$ cat src/rtl/midi_parser.sv
// -----------------------------------------------------------------------------
// midi_parser
//
// This stage sits after the MIDI serial receiver and takes the stream of
// received bytes, one byte per byte_valid strobe. It builds complete
// channel-voice messages and supports running status. Real-time bytes
// (0xF8-0xFF) pass through the parser without any effect. For every complete
// Note On / Note Off, the block emits a one-cycle msg_valid pulse together
// with the decoded note number, velocity and channel. It also drives an LED
// word that follows the most recent sounding note.
//
// Ports
//   clk         single clock; all state updates on its rising edge
//   rst         synchronous, active-high reset
//   byte_in     received MIDI byte, sampled only while byte_valid=1
//   byte_valid  one-cycle strobe per received byte (back-to-back legal)
//   msg_valid   one-cycle pulse when a Note On / Note Off completes
//   note_on     1 = Note On with nonzero velocity, 0 = Note Off
//   note        note number of the last emitted message
//   velocity    velocity of the last emitted message
//   channel     channel nibble of the last emitted message
//   led_out     {gate, last note[6:0]}
//
// Parameters
//   CHANNEL     channel accepted when MIDI_CHANNEL_FILTER_EN is defined
//
// Build option
//   MIDI_CHANNEL_FILTER_EN  when defined, only messages whose channel equals
//                           CHANNEL are emitted. Messages on other channels
//                           are still parsed, including running status, but
//                           produce no output.
//
// State  | meaning
// -------+--------------------------------------------------------------
// IDLE   | no running status; data bytes are discarded (covers SysEx)
// DATA1  | status held; expecting the first data byte
// DATA2  | status and first data byte held; expecting the second data byte
// -----------------------------------------------------------------------------
module midi_parser #(
  parameter logic [3:0] CHANNEL = 4'd0
) (
  input  logic       clk,
  input  logic       rst,
  input  logic [7:0] byte_in,
  input  logic       byte_valid,
  output logic       msg_valid,
  output logic       note_on,
  output logic [6:0] note,
  output logic [6:0] velocity,
  output logic [3:0] channel,
  output logic [7:0] led_out
);

  localparam logic [1:0] IDLE  = 2'd0;
  localparam logic [1:0] DATA1 = 2'd1;
  localparam logic [1:0] DATA2 = 2'd2;

  logic [1:0] state;
  logic [1:0] state_nxt;
  logic [7:0] status;
  logic [7:0] status_nxt;
  logic [6:0] d1;
  logic [6:0] d1_nxt;

  // Classify the incoming byte.
  logic is_realtime;
  logic is_system;
  logic is_chan_status;
  logic is_data;

  assign is_realtime    = (byte_in[7:3] == 5'b11111);
  assign is_system      = (byte_in[7:3] == 5'b11110);
  assign is_chan_status = byte_in[7] && (byte_in[7:4] != 4'hF);
  assign is_data        = ~byte_in[7];

  // Decode the held status byte.
  logic [3:0] kind;
  logic       one_data_msg;
  logic       note_msg;

  assign kind         = status[7:4];
  assign one_data_msg = (kind == 4'hC) || (kind == 4'hD);
  assign note_msg     = (kind == 4'h8) || (kind == 4'h9);

  logic chan_ok;

`ifdef MIDI_CHANNEL_FILTER_EN
  assign chan_ok = (status[3:0] == CHANNEL);
`else
  // All channels are accepted. CHANNEL still appears in the expression so
  // that both builds use the same parameter.
  assign chan_ok = (status[3:0] == CHANNEL) | 1'b1;
`endif

  logic emit;
  logic emit_on;

  assign emit    = byte_valid && is_data && (state == DATA2) && note_msg && chan_ok;
  assign emit_on = (kind == 4'h9) && (byte_in[6:0] != 7'd0);

  always_comb begin
    state_nxt  = state;
    status_nxt = status;
    d1_nxt     = d1;
    if (byte_valid) begin
      if (is_realtime) begin
        state_nxt = state;
      end else if (is_system) begin
        status_nxt = 8'h00;
        state_nxt  = IDLE;
      end else if (is_chan_status) begin
        // A new status byte abandons any partial message.
        status_nxt = byte_in;
        state_nxt  = DATA1;
      end else if (is_data) begin
        case (state)
          IDLE: state_nxt = IDLE;
          DATA1: begin
            d1_nxt    = byte_in[6:0];
            // Program change and channel pressure finish after one data
            // byte and stay in DATA1 for running status.
            state_nxt = one_data_msg ? DATA1 : DATA2;
          end
          DATA2: state_nxt = DATA1;
          default: begin
            state_nxt  = IDLE;
            status_nxt = 8'h00;
          end
        endcase
      end
    end
  end

  always_ff @(posedge clk) begin
    if (rst) begin
      state     <= IDLE;
      status    <= 8'h00;
      d1        <= 7'd0;
      msg_valid <= 1'b0;
      note_on   <= 1'b0;
      note      <= 7'd0;
      velocity  <= 7'd0;
      channel   <= 4'd0;
      led_out   <= 8'h00;
    end else begin
      state     <= state_nxt;
      status    <= status_nxt;
      d1        <= d1_nxt;
      msg_valid <= emit;
      if (emit) begin
        note     <= d1;
        velocity <= byte_in[6:0];
        channel  <= status[3:0];
        note_on  <= emit_on;
        // Only a Note Off for the note currently shown on the LEDs
        // turns the gate off.
        if (emit_on) begin
          led_out <= {1'b1, d1};
        end else if (d1 == led_out[6:0]) begin
          led_out[7] <= 1'b0;
        end
      end
    end
  end

endmodule

$ cat config.mk
export PLATFORM = sky130hd
export DESIGN_NAME = midi_parser
export DESIGN_NICKNAME = d
export VERILOG_FILES = /design/src/rtl/midi_parser.sv
export SDC_FILE = /design/constraint.sdc
export NUM_CORES = 1
export LEC_CHECK = 0
export BUFFER_PORTS_ARGS = -buffer_cell sky130_fd_sc_hd__buf_2
export CORE_ASPECT_RATIO = 2
export CORE_UTILIZATION = 48
export DETAILED_ROUTE_END_ITERATION = 6
export PLACE_DENSITY = 0.73
export RECOVER_POWER = 50
export SLEW_MARGIN = 10
export SYNTH_ARGS = -nofsm -noshare
export SYNTH_HDL_FRONTEND = slang
export SYNTH_SLANG_ARGS = --single-unit
export TNS_END_PERCENT = 100
$ cat constraint.sdc
create_clock -name clk -period 1.8 [get_ports clk]
set_clock_uncertainty 0.2 [all_clocks]
set_input_delay 0.36 -clock clk [delete_from_list [all_inputs] [get_ports clk]]
set_output_delay 0.36 -clock clk [all_outputs]
set_load 0.05 [all_outputs]
==> After elaboration in Yosys (flattened, before gate mapping) <==
Cells that the tools add are included.
{ "op_classes": {"bitwise": 4, "eq_ne": 12, "reduce_logical": 16, "n_mux": 11} }
{ "op_table": {"columns": ["cell", "count"], "rows": [
  ["$mux 8", 4],
  ["$eq 4x4->1 const B", 4],
  ["$eq 5x5->1 const B", 2],
  ["$mux 2", 4],
  ["$eq 7x7->1", 1],
  ["$reduce_bool 7->1", 1],
  ["$ne 3x1->1 const B", 2],
  ["$reduce_and 6->1", 1],
  ["$logic_and 1x1->1", 5],
  ["$ne 4x4->1 const B", 1],
  ["$not 1->1", 4],
  ["$pmux 2 s2", 1],
  ["$reduce_and 2->1", 2],
  ["$reduce_and 4->1", 1],
  ["$reduce_and 3->1", 1],
  ["$reduce_or 3->1", 1],
  ["$eq 2x1->1 const B", 1],
  ["$eq 2x2->1 const B", 1],
  ["$logic_not 2->1", 1],
  ["$logic_or 1x1->1", 2],
  ["$mux 1", 2],
  ["$reduce_bool 2->1", 1]
]} }
{ "word_totals": {"reg_bits": 45, "inputBits": 11, "output_inout_bits": 28, "elab_cells": 53} }

==> Logic depth before layout (Yosys ltp) <==
Gate-level depths: netlist (run 1).
{ "depth": {"word_depth": 7, "ltp_mapped": 7} }

==> Least setup slack after synthesis (run 1) <==
OpenSTA, ideal clock, no wires.
{ "synth_timing": {"path_type": "input -> register", "start": "input port byte_in[3]", "end": "register led_out[7]", "slack_ns": 0.029, "path_stages": 4, "t_required_ns": 1.472, "arrival_ns": 1.442, "cell_sequence": "or4_4 o41a_4 nand2_1 a21oi_1"} }
{ "synth_between": {"elab_chain_len": 4, "word_cells_on_any_way": 5, "cone_classes": "mux (1); reduce/logical (4)"} }
{ "synth_lines": {"columns": ["item", "line", "text"], "rows": [
  ["start: declaration", "44", "input logic [7:0] byte_in,"],
  ["$reduce_bool 7->1 *", "99", "assign emit_on = (kind == 4'h9) && (byte_in[6:0] != 7'd0);"],
  ["$logic_and 1x1->1 *", "99", null],
  ["$reduce_bool 2->1 (no line)", null, null],
  ["$reduce_and 2->1 (no line)", null, null],
  ["end signal: assignment", "158", "led_out <= {1'b1, d1};"],
  ["end: declaration", "51", "output logic [7:0] led_out"]
]} }
Every way passes the cells marked *; elsewhere a longest branch is shown, timed or not.
A chain may end at the register's enable or synchronous reset.

==> Worst setup path after layout (run 1) <==
{ "layout_timing": {"start": "register note[5]", "end": "output port note[5]"} }
{ "layout_rtl": {"columns": ["item", "line", "text"], "rows": [
  ["start: declaration", "48", "output logic [6:0] note,"],
  ["start signal: assignment", "141", "note <= 7'd0;"],
  ["start signal: assignment", "151", "note <= d1;"]
]} }
No word-level cell between the ends.

==> results.sh, run 1 <==
export IMPL_synthCells=204
export IMPL_finalCriticalPeriod_ps=1650
export IMPL_synth_fp_nets=218
export IMPL_hold_path_endpoint="velocity[6]$_SDFFE_PP0P_"
export IMPL_cts_clk_slew_worst_paths_ps=80
export IMPL_postCtsHoldBufs=0
export IMPL_endpoint_kind="primary output"
export IMPL_grt_pass1_vias=1421
export IMPL_startpoint_type="flip-flop"
export IMPL_placed_cells_incl_taps=296
export IMPL_final_cells=304
export IMPL_clock_sinks=45
export IMPL_numPortBuffers=38
export IMPL_first_pass_iters=4
export IMPL_drive_above_1_share_pct=22.4
export IMPL_period_share_pct=91.9
export IMPL_syn_to_final_growth_pct=20.8
export IMPL_hold_slack_ps=156
export IMPL_synth_distinct_cells=28
export IMPL_cts_buffers=5
export IMPL_cp_cell_sequence="clkbuf_1"
export IMPL_wl_met1_um=1560
export IMPL_setup_viol=0
export IMPL_die_w_um=45.4
export IMPL_powerDensity_nw_per_um2=797
export IMPL_ant_nets=0
export IMPL_core_um2=3610
export IMPL_tightest_slew_ps=594
export IMPL_top_layer="met4"
export IMPL_grt_pass1_wl_um=6410
export IMPL_r2r_slack_ps=150
export IMPL_hold_viol=0
export IMPL_hold_class="in2reg"
export IMPL_syn_area_per_cell_um2=8.86
export IMPL_clkLatencyLatePin_ps=300
export IMPL_r2r_end="state[1]$_SDFFE_PP0P_"
export IMPL_cpPeakStageDelay_ps=470
export IMPL_antenna_found_initial=0
export IMPL_holdPathStages=3
export IMPL_grt_usage_pct=21.8
export IMPL_clk_path_buf_depth=2
export IMPL_ys_ff_latch=45
export IMPL_num_rows=31
export IMPL_grt_max_degree=25
export IMPL_path_buf_inv=1
export IMPL_cap_violations=0
export IMPL_max_clock_freq_mhz=604
export IMPL_worstHoldStart="byte_in[6]"
export IMPL_r2r_start="state[0]$_SDFFE_PP0P_"
export IMPL_cts_root_buf="clkbuf_8"
export IMPL_wirelength_um=3810
export IMPL_slew_viol_final=0
export IMPL_maxSlewHeadroom_pct=60.6
export IMPL_met2WireLength_um=2050
export IMPL_crit_family="buffers and inverters"
export IMPL_die_h_um=88.8
export IMPL_drtIter0Drc=30
export IMPL_route_met3_wl_um=118
export IMPL_vias_per_cell=5.21
export IMPL_place_gp_congestion=0.795
export IMPL_synth_warnings=0
export IMPL_critPathRequiredTime_ps=1240
export IMPL_htreeDepth=2
export IMPL_worstPathArrival_ps=1090
export IMPL_dp_hpwl_um=2850
export IMPL_drc=0
export IMPL_reg2regPathDepth=5
export IMPL_start_util_pct=50.1
export IMPL_dieArea_um2=4030
export IMPL_diodes=0
export IMPL_ios=39
export IMPL_syn_cell_area_um2=1810
export IMPL_outcome="finished, final reports clean"
export IMPL_vias=1583
export IMPL_grt_ovfl_total=0
export IMPL_rsz0062_at_grt="false"
export IMPL_leakage_uw=0.000835
export IMPL_wl_per_cell_um=12.5
export IMPL_cp_slowest_cell="clkbuf_1"
export IMPL_nets=268
export IMPL_vdd_drop_max_v=0.000603
export IMPL_tritoncts="yes"
export IMPL_path_class="reg2out"
export IMPL_cp_max_fo=2
export IMPL_seq_area_frac_synth_pct=49.8
synth_stat cells:
cell type      instances  area [um^2]
or4_4                  1         11.3
inv_1                  2         7.51
a211o_1                1         8.76
a31oi_1                2         12.5
a21o_1                 1         7.51
nand3_1               17         85.1
a21oi_1               35          175
o21ai_0                8         40.0
o41a_4                 1         21.3
xnor2_1                7         61.3
buf_2                  2         10.0
o41ai_4                1         27.5
ha_1                   3         37.5
or3b_2                 1         8.76
dlygate4sd1_1          2         17.5
nand4_1                1         6.26
and4b_1                1         10.0
buf_6                  3         33.8
nor2_1                 3         11.3
o21ba_2                1         10.0
a22o_1                 6         52.6
nand4b_2               1         15.0
clkbuf_1               5         18.8
nand2_1               50          188
dfxtp_1               45          901
a22o_2                 1         10.0
nor2b_1                2         12.5
o31ai_1                1         7.51
registers in the layout, summed over array words and instances, names as in the netlist:
signal / flops
note: 7
state: 2
led_out: 8
channel: 4
velocity: 7
msg_valid: 1
status: 8
note_on: 1
d1: 7
per-layer routing:
layer,vias up,track usage [%]
li1,805,-
met1,737,24.0
met2,35,37.8
met3,6,4.29
met4,0,11.3
met5,-,0
cell families after synthesis:
kind of cell | share of synthesized area, %
flip-flops | 49.8
XOR/XNOR | 3.39
adder cells (fa/ha/maj) | 2.08
AND/OR/NAND/NOR | 19.2
AO/OA/AOI/OAI | 20.6
buffers and inverters | 4.84
per-stage QoR:
| step | area [um^2] | utilization (%) | worst slack [ps] | TNS, ps | power (uW) |
|---|---|---|---|---|---|
| floorplan | 1810 | - | 29.1 | 0 | 1100 |
| global placement | 2110 | 58.4 | -129 | -1110 | 1150 |
| detailed placement | 2110 | 58.4 | -148 | -1370 | 1150 |
| CTS | 2200 | 61.0 | 69.7 | 0 | 1760 |
| global route | 2180 | 60.5 | 59.5 | 0 | 1810 |
| finish | 2180 | 60.5 | 146 | 0 | 1740 |
power breakdown:
part	total, uW	internal [uW]	switching, uW
logic	111	46.3	64.7
registers	1020	1010	11.6
clock network	611	275	336
worst max path at each step:
stage,to,from,cells after the start,slack (ps)
finish,note[5],note[5]$_SDFFE_PP0P_,1,150
floorplan,led_out[7]$_SDFFE_PP0P_,byte_in[3],4,30
global placement,note_on$_SDFFE_PP0P_,byte_in[3],5,-130
global route,state[1]$_SDFFE_PP0P_,state[0]$_SDFFE_PP0P_,5,60
detailed placement,led_out[3]$_SDFFE_PP0P_,byte_in[3],5,-150
CTS,state[0]$_SDFFE_PP0P_,status[7]$_SDFFE_PP0P_,4,70
cell usage in the layout (no fill, tap or decap), types with 2 or more instances in the layout:
master / Yosys / routed
buf_4: 0 / 15
buf_2: 2 / 11
ha_1: 3 / 3
a21oi_1: 35 / 35
nor2_1: 3 / 3
nand3_1: 17 / 17
a22o_1: 6 / 6
o21ai_0: 8 / 8
a31oi_1: 2 / 2
xnor2_1: 7 / 7
dfxtp_1: 45 / 45
nand2_1: 50 / 50
inv_1: 2 / 2
clkbuf_1: 5 / 13
clkbuf_8: 0 / 5
clkbuf_2: 0 / 18
what timing repair did:
action                     4_1_cts  5_1_grt
setup endpoints to repair        4        5
hold endpoints to repair         0        0
gates cloned                     0        0
gates resized for setup          1        1
buffers inserted                 0        0
area by class of cell:
type / count / area (um^2)
clock inverter: 1 / 7.51
inverter: 2 / 7.51
tap: 49 / 61.3
fill: 352 / 1420
sequential: 45 / 901
multi-input combinational: 145 / 831
clock buffer: 7 / 76.3
timing repair buffer: 55 / 299
No activity file was read; power rests on OpenSTA's default activity.
==> inputs of run 2 (changes only) <==
RECOVER_POWER = unset   (was 50)
==> run 2 against run 1 <==
Net effect: clock power about the same; via count shrank 0.38%; highest routed layer unchanged; sequential share of layout area fell by 0.35 points; first-iteration DRC count is 13% lower.
==> results.sh, run 2 (synthesis results as in run 1) <==
export IMPL_outcome="finished, final reports clean"
export IMPL_powerDensity_nw_per_um2=791
export IMPL_worstPathArrival_ps=1660
export IMPL_antenna_found_initial=0
export IMPL_hold_class="in2reg"
export IMPL_core_um2=3610
export IMPL_htreeDepth=2
export IMPL_post_cts_resized=1
export IMPL_slew_viol_final=0
export IMPL_cp_slowest_cell="or3b_2"
export IMPL_worstHoldStart="byte_in[6]"
export IMPL_drtIter0Drc=26
export IMPL_die_h_um=88.8
export IMPL_clk_path_buf_depth=2
export IMPL_post_cts_setup_buffers=0
export IMPL_grt_pass1_vias=1421
export IMPL_path_class="reg2reg"
export IMPL_startpoint_type="flip-flop"
export IMPL_dp_hpwl_um=2850
export IMPL_cp_max_fo=4
export IMPL_cp_startpoint="state[0]$_SDFFE_PP0P_"
export IMPL_tns_ps=0
export IMPL_final_common_cell="nand2_1"
export IMPL_p_total_uw=1740
export IMPL_start_util_pct=50.1
export IMPL_syn_to_final_growth_pct=21.8
export IMPL_grt_usage_pct=21.8
export IMPL_nets=268
export IMPL_period_share_pct=91.0
export IMPL_tritoncts="yes"
export IMPL_postCtsHoldBufs=0
export IMPL_maxSlewHeadroom_pct=81.0
export IMPL_cts_buffers=5
export IMPL_max_clock_freq_mhz=610
export IMPL_grt_max_degree=25
export IMPL_die_w_um=45.4
export IMPL_ios=39
export IMPL_place_gp_congestion=0.795
export IMPL_vdd_drop_max_v=0.000598
export IMPL_rsz0062_at_grt="false"
export IMPL_grt_pass1_wl_um=6410
export IMPL_clkLatencyLatePin_ps=290
export IMPL_vias=1577
export IMPL_tightest_slew_ps=284
export IMPL_r2r_start="state[0]$_SDFFE_PP0P_"
export IMPL_cpPeakStageDelay_ps=470
export IMPL_cap_violations=0
export IMPL_drive_above_1_share_pct=27.1
export IMPL_leakage_uw=0.000895
export IMPL_final_cell_mix="nand2_1 (50), dfxtp_1 (45), buf_2 (38)"
export IMPL_diodes=0
export IMPL_wl_per_cell_um=12.4
export IMPL_nFillCells=348
export IMPL_ant_nets=0
export IMPL_cts_clk_slew_worst_paths_ps=80
export IMPL_hold_viol=0
export IMPL_finalCriticalPeriod_ps=1640
export IMPL_endpoint_kind="flip-flop"
export IMPL_first_pass_iters=4
export IMPL_top_regs="led_out (8), status (8)"
export IMPL_critPathRequiredTime_ps=1820
export IMPL_num_rows=31
export IMPL_clock_sinks=45
export IMPL_cp_cell_sequence="inv_1, ha_1, or3b_2, a31oi_1"
export IMPL_cts_root_buf="clkbuf_8"
export IMPL_wirelength_um=3780
export IMPL_setup_viol=0
export IMPL_grt_ovfl_total=0
export IMPL_vias_per_cell=5.19
export IMPL_drc=0
export IMPL_dieArea_um2=4030
export IMPL_numPortBuffers=38
[run 2: changes by cell type in the layout (fill, tap and decap cells not counted), sizes merged]
cell,previous run,this run
clkbuf,36,7
buf,26,55
[run 2: final cells by class]
class | instances | area, um^2 | share of cell area, %
sequential | 45 | 901 | 40.9
clock inverter | 1 | 7.51 | 0.341
multi-input combinational | 145 | 831 | 37.7
timing repair buffer | 55 | 318 | 14.4
clock buffer | 7 | 76.3 | 3.47
tap | 49 | 61.3 | 2.78
inverter | 2 | 7.51 | 0.341
[run 2: critical path: cells and delay by family (launching register included)]
family | cells | cell delay (ps)
buf+inv | 1 | 60
simple gates | 1 | 470
fa+ha+maj | 1 | 310
flops | 1 | 390
compound gates | 1 | 150
[run 2: per-stage QoR]
| stage | std cells | utilization, % | hold WS, ps | setup slack, ps | cell area [um^2] |
|---|---|---|---|---|---|
| after detailed placement | 296 | 58.4 | 242 | -148 | 2110 |
| after global routing | 304 | 61.0 | 159 | 64.4 | 2200 |
| after floorplan | 204 | - | 219 | 29.1 | 1810 |
| after global placement | 296 | 58.4 | 231 | -129 | 2110 |
| after CTS | 304 | 61.0 | 159 | 69.7 | 2200 |
| final | 304 | 61.0 | 156 | 162 | 2200 |
[run 2: path summary, 6_finish.rpt]
| check | cells after the start | slack [ps] | to |
|---|---|---|---|
| worst min-delay path | 3 | 160 | velocity[6]$_SDFFE_PP0P_ |
| worst max-delay path | 4 | 160 | state[0]$_SDFFE_PP0P_ |
| worst max register to register | 4 | 160 | state[0]$_SDFFE_PP0P_ |
| worst min register to register | 2 | 250 | note[3]$_SDFFE_PP0P_ |
[run 2: power breakdown]
part	switching, uW	internal (uW)	total [uW]	leakage (uW)
clock network	334	275	608	0.0000385
registers	11.5	1010	1020	0.000364
logic	64.5	48.7	113	0.000493
total	410	1330	1740	0.000895
[run 2: layer usage]
| metal | track usage (%) | routed length (um) |
|---|---|---|
| met2 | 37.8 | 2040 |
| met3 | 4.29 | 108 |
| met5 | 0 | 0 |
| met1 | 24.0 | 1550 |
| met4 | 11.3 | 78 |
==> inputs of run 3 (changes only) <==
CORE_UTILIZATION = 50   (was 48)
CTS_BUF_LIST = sky130_fd_sc_hd__clkbuf_8   (was unset)
PLACE_DENSITY = 0.75   (was 0.73)
==> run 3 against run 2 <==
Net effect: worst setup slack got worse by 65 ps; flip-flop and latch count did not move; final cell count fell by 1.3%; sequential share of layout area rose by 0.16 points; power rose by 1.6%; die area fell by 3.9%; routed wire length rose by 7.1%; maximum frequency fell by 3.8%; utilization rose by 3.2 points; clock power rose by 4.8%; final area fell by 0.40%; register-to-register slack got worse by 70 ps; critical path type unchanged; critical endpoint is now led_out[7]$_SDFFE_PP0P_; highest routed layer unchanged.
==> results.sh, run 3 (synthesis results as in run 1) <==
export IMPL_worstPathArrival_ps=1680
export IMPL_cts_clk_slew_worst_paths_ps=80
export IMPL_clock_sinks=45
export IMPL_finalCriticalPeriod_ps=1700
export IMPL_ant_nets=0
export IMPL_postCtsHoldBufs=0
export IMPL_num_rows=30
export IMPL_htreeDepth=2
export IMPL_nets=266
export IMPL_cp_cell_sequence="nor2b_1, nand4b_2, buf_4, o31ai_1, a21oi_1"
export IMPL_vdd_drop_max_v=0.000626
export IMPL_diodes=0
export IMPL_cap_violations=0
export IMPL_tns_ps=0
export IMPL_drtIter0Drc=36
export IMPL_wirelength_um=4050
export IMPL_dpl_cell_area_um2=2100
export IMPL_cts_buffers=5
export IMPL_period_share_pct=94.6
export IMPL_tightest_slew_ps=374
export IMPL_endpoint_kind="flip-flop"
export IMPL_path_class="reg2reg"
export IMPL_die_w_um=44.5
export IMPL_clk_path_buf_depth=2
export IMPL_cp_slowest_cell="nor2b_1"
export IMPL_dp_slack_ps=-150
export IMPL_startpoint_type="flip-flop"
export IMPL_dp_hpwl_um=2870
export IMPL_syn_to_final_growth_pct=21.3
export IMPL_place_gp_congestion=0.835
export IMPL_slew_viol_final=0
export IMPL_cts_root_buf="clkbuf_8"
export IMPL_core_um2=3420
export IMPL_post_cts_setup_buffers=0
export IMPL_powerDensity_nw_per_um2=807
export IMPL_final_cell_mix="nand2_1 (50), dfxtp_1 (45), buf_2 (38)"
export IMPL_ios=39
export IMPL_maxSlewHeadroom_pct=75.0
export IMPL_grt_pass1_wl_um=6690
export IMPL_grt_max_degree=34
export IMPL_grt_usage_pct=23.3
export IMPL_clkLatencyLatePin_ps=300
export IMPL_nFillCells=322
export IMPL_numPortBuffers=38
export IMPL_setup_viol=0
export IMPL_die_h_um=87.0
export IMPL_hold_viol=0
export IMPL_critPathRequiredTime_ps=1780
export IMPL_leakage_uw=0.000882
export IMPL_max_clock_freq_mhz=587
export IMPL_top_regs="led_out (8), status (8)"
export IMPL_vias=1594
export IMPL_outcome="finished, final reports clean"
export IMPL_start_util_pct=52.9
export IMPL_hold_class="in2reg"
export IMPL_wl_per_cell_um=13.5
export IMPL_cp_max_fo=18
export IMPL_rsz0062_at_grt="false"
export IMPL_cpPeakStageDelay_ps=340
export IMPL_fin_area_um2=2190
export IMPL_grt_ovfl_total=0
export IMPL_final_common_cell="nand2_1"
export IMPL_drc=0
export IMPL_hold_slack_ps=106
export IMPL_first_pass_iters=4
export IMPL_tritoncts="yes"
export IMPL_post_cts_resized=0
export IMPL_placed_cells_incl_taps=293
export IMPL_dieArea_um2=3880
export IMPL_final_cells=300
export IMPL_drive_above_1_share_pct=26.6
export IMPL_vias_per_cell=5.31
export IMPL_antenna_found_initial=0
export IMPL_fin_ws_ps=96.5
export IMPL_grt_pass1_vias=1516
## run 3: where the power goes
part           switching [uW]  internal [uW]
sequential               11.8           1010
clock                     333            304
combinational            66.5           46.5
total                     412           1360
## run 3: final cells by class
class                      count  area, um^2  area share (%)
timing repair buffer          53         315            14.4
sequential                    45         901            41.1
clock buffer                   6        82.6            3.76
multi-input combinational    145         820            37.4
inverter                       2        7.51           0.342
clock inverter                 1        7.51           0.342
tap                           48        60.1            2.74
## run 3: worst max-delay path: cells and delay by family, from the launching register on
kind | cells | cell delay (ps)
compound gates | 2 | 370
buf+inv | 1 | 210
flops | 1 | 330
simple gates | 2 | 480
## run 3: through the flow
step	util (%)	power, uW
final	64.2	1770
after global routing	64.2	1830
after CTS	64.2	1780
after detailed placement	61.6	1150
after global placement	61.6	1150
after floorplan	-	1100
## run 3: path summary, 6_finish.rpt
path / from / to / slack [ps] / depth (start not counted)
setup / recovery: status[7]$_SDFFE_PP0P_ / led_out[7]$_SDFFE_PP0P_ / 100 / 5
hold reg to reg: status[7]$_SDFFE_PP0P_ / status[7]$_SDFFE_PP0P_ / 250 / 1
setup reg to reg: status[7]$_SDFFE_PP0P_ / led_out[7]$_SDFFE_PP0P_ / 100 / 5
hold / removal: rst / velocity[6]$_SDFFE_PP0P_ / 110 / 2
## run 3: routing by layer
layer	vias to the layer above	routed length [um]	GRT usage, %
met5	-	0	0
met4	0	112	13.5
met3	11	100	3.73
met2	34	2200	40.2
met1	749	1640	25.6
li1	800	-	-
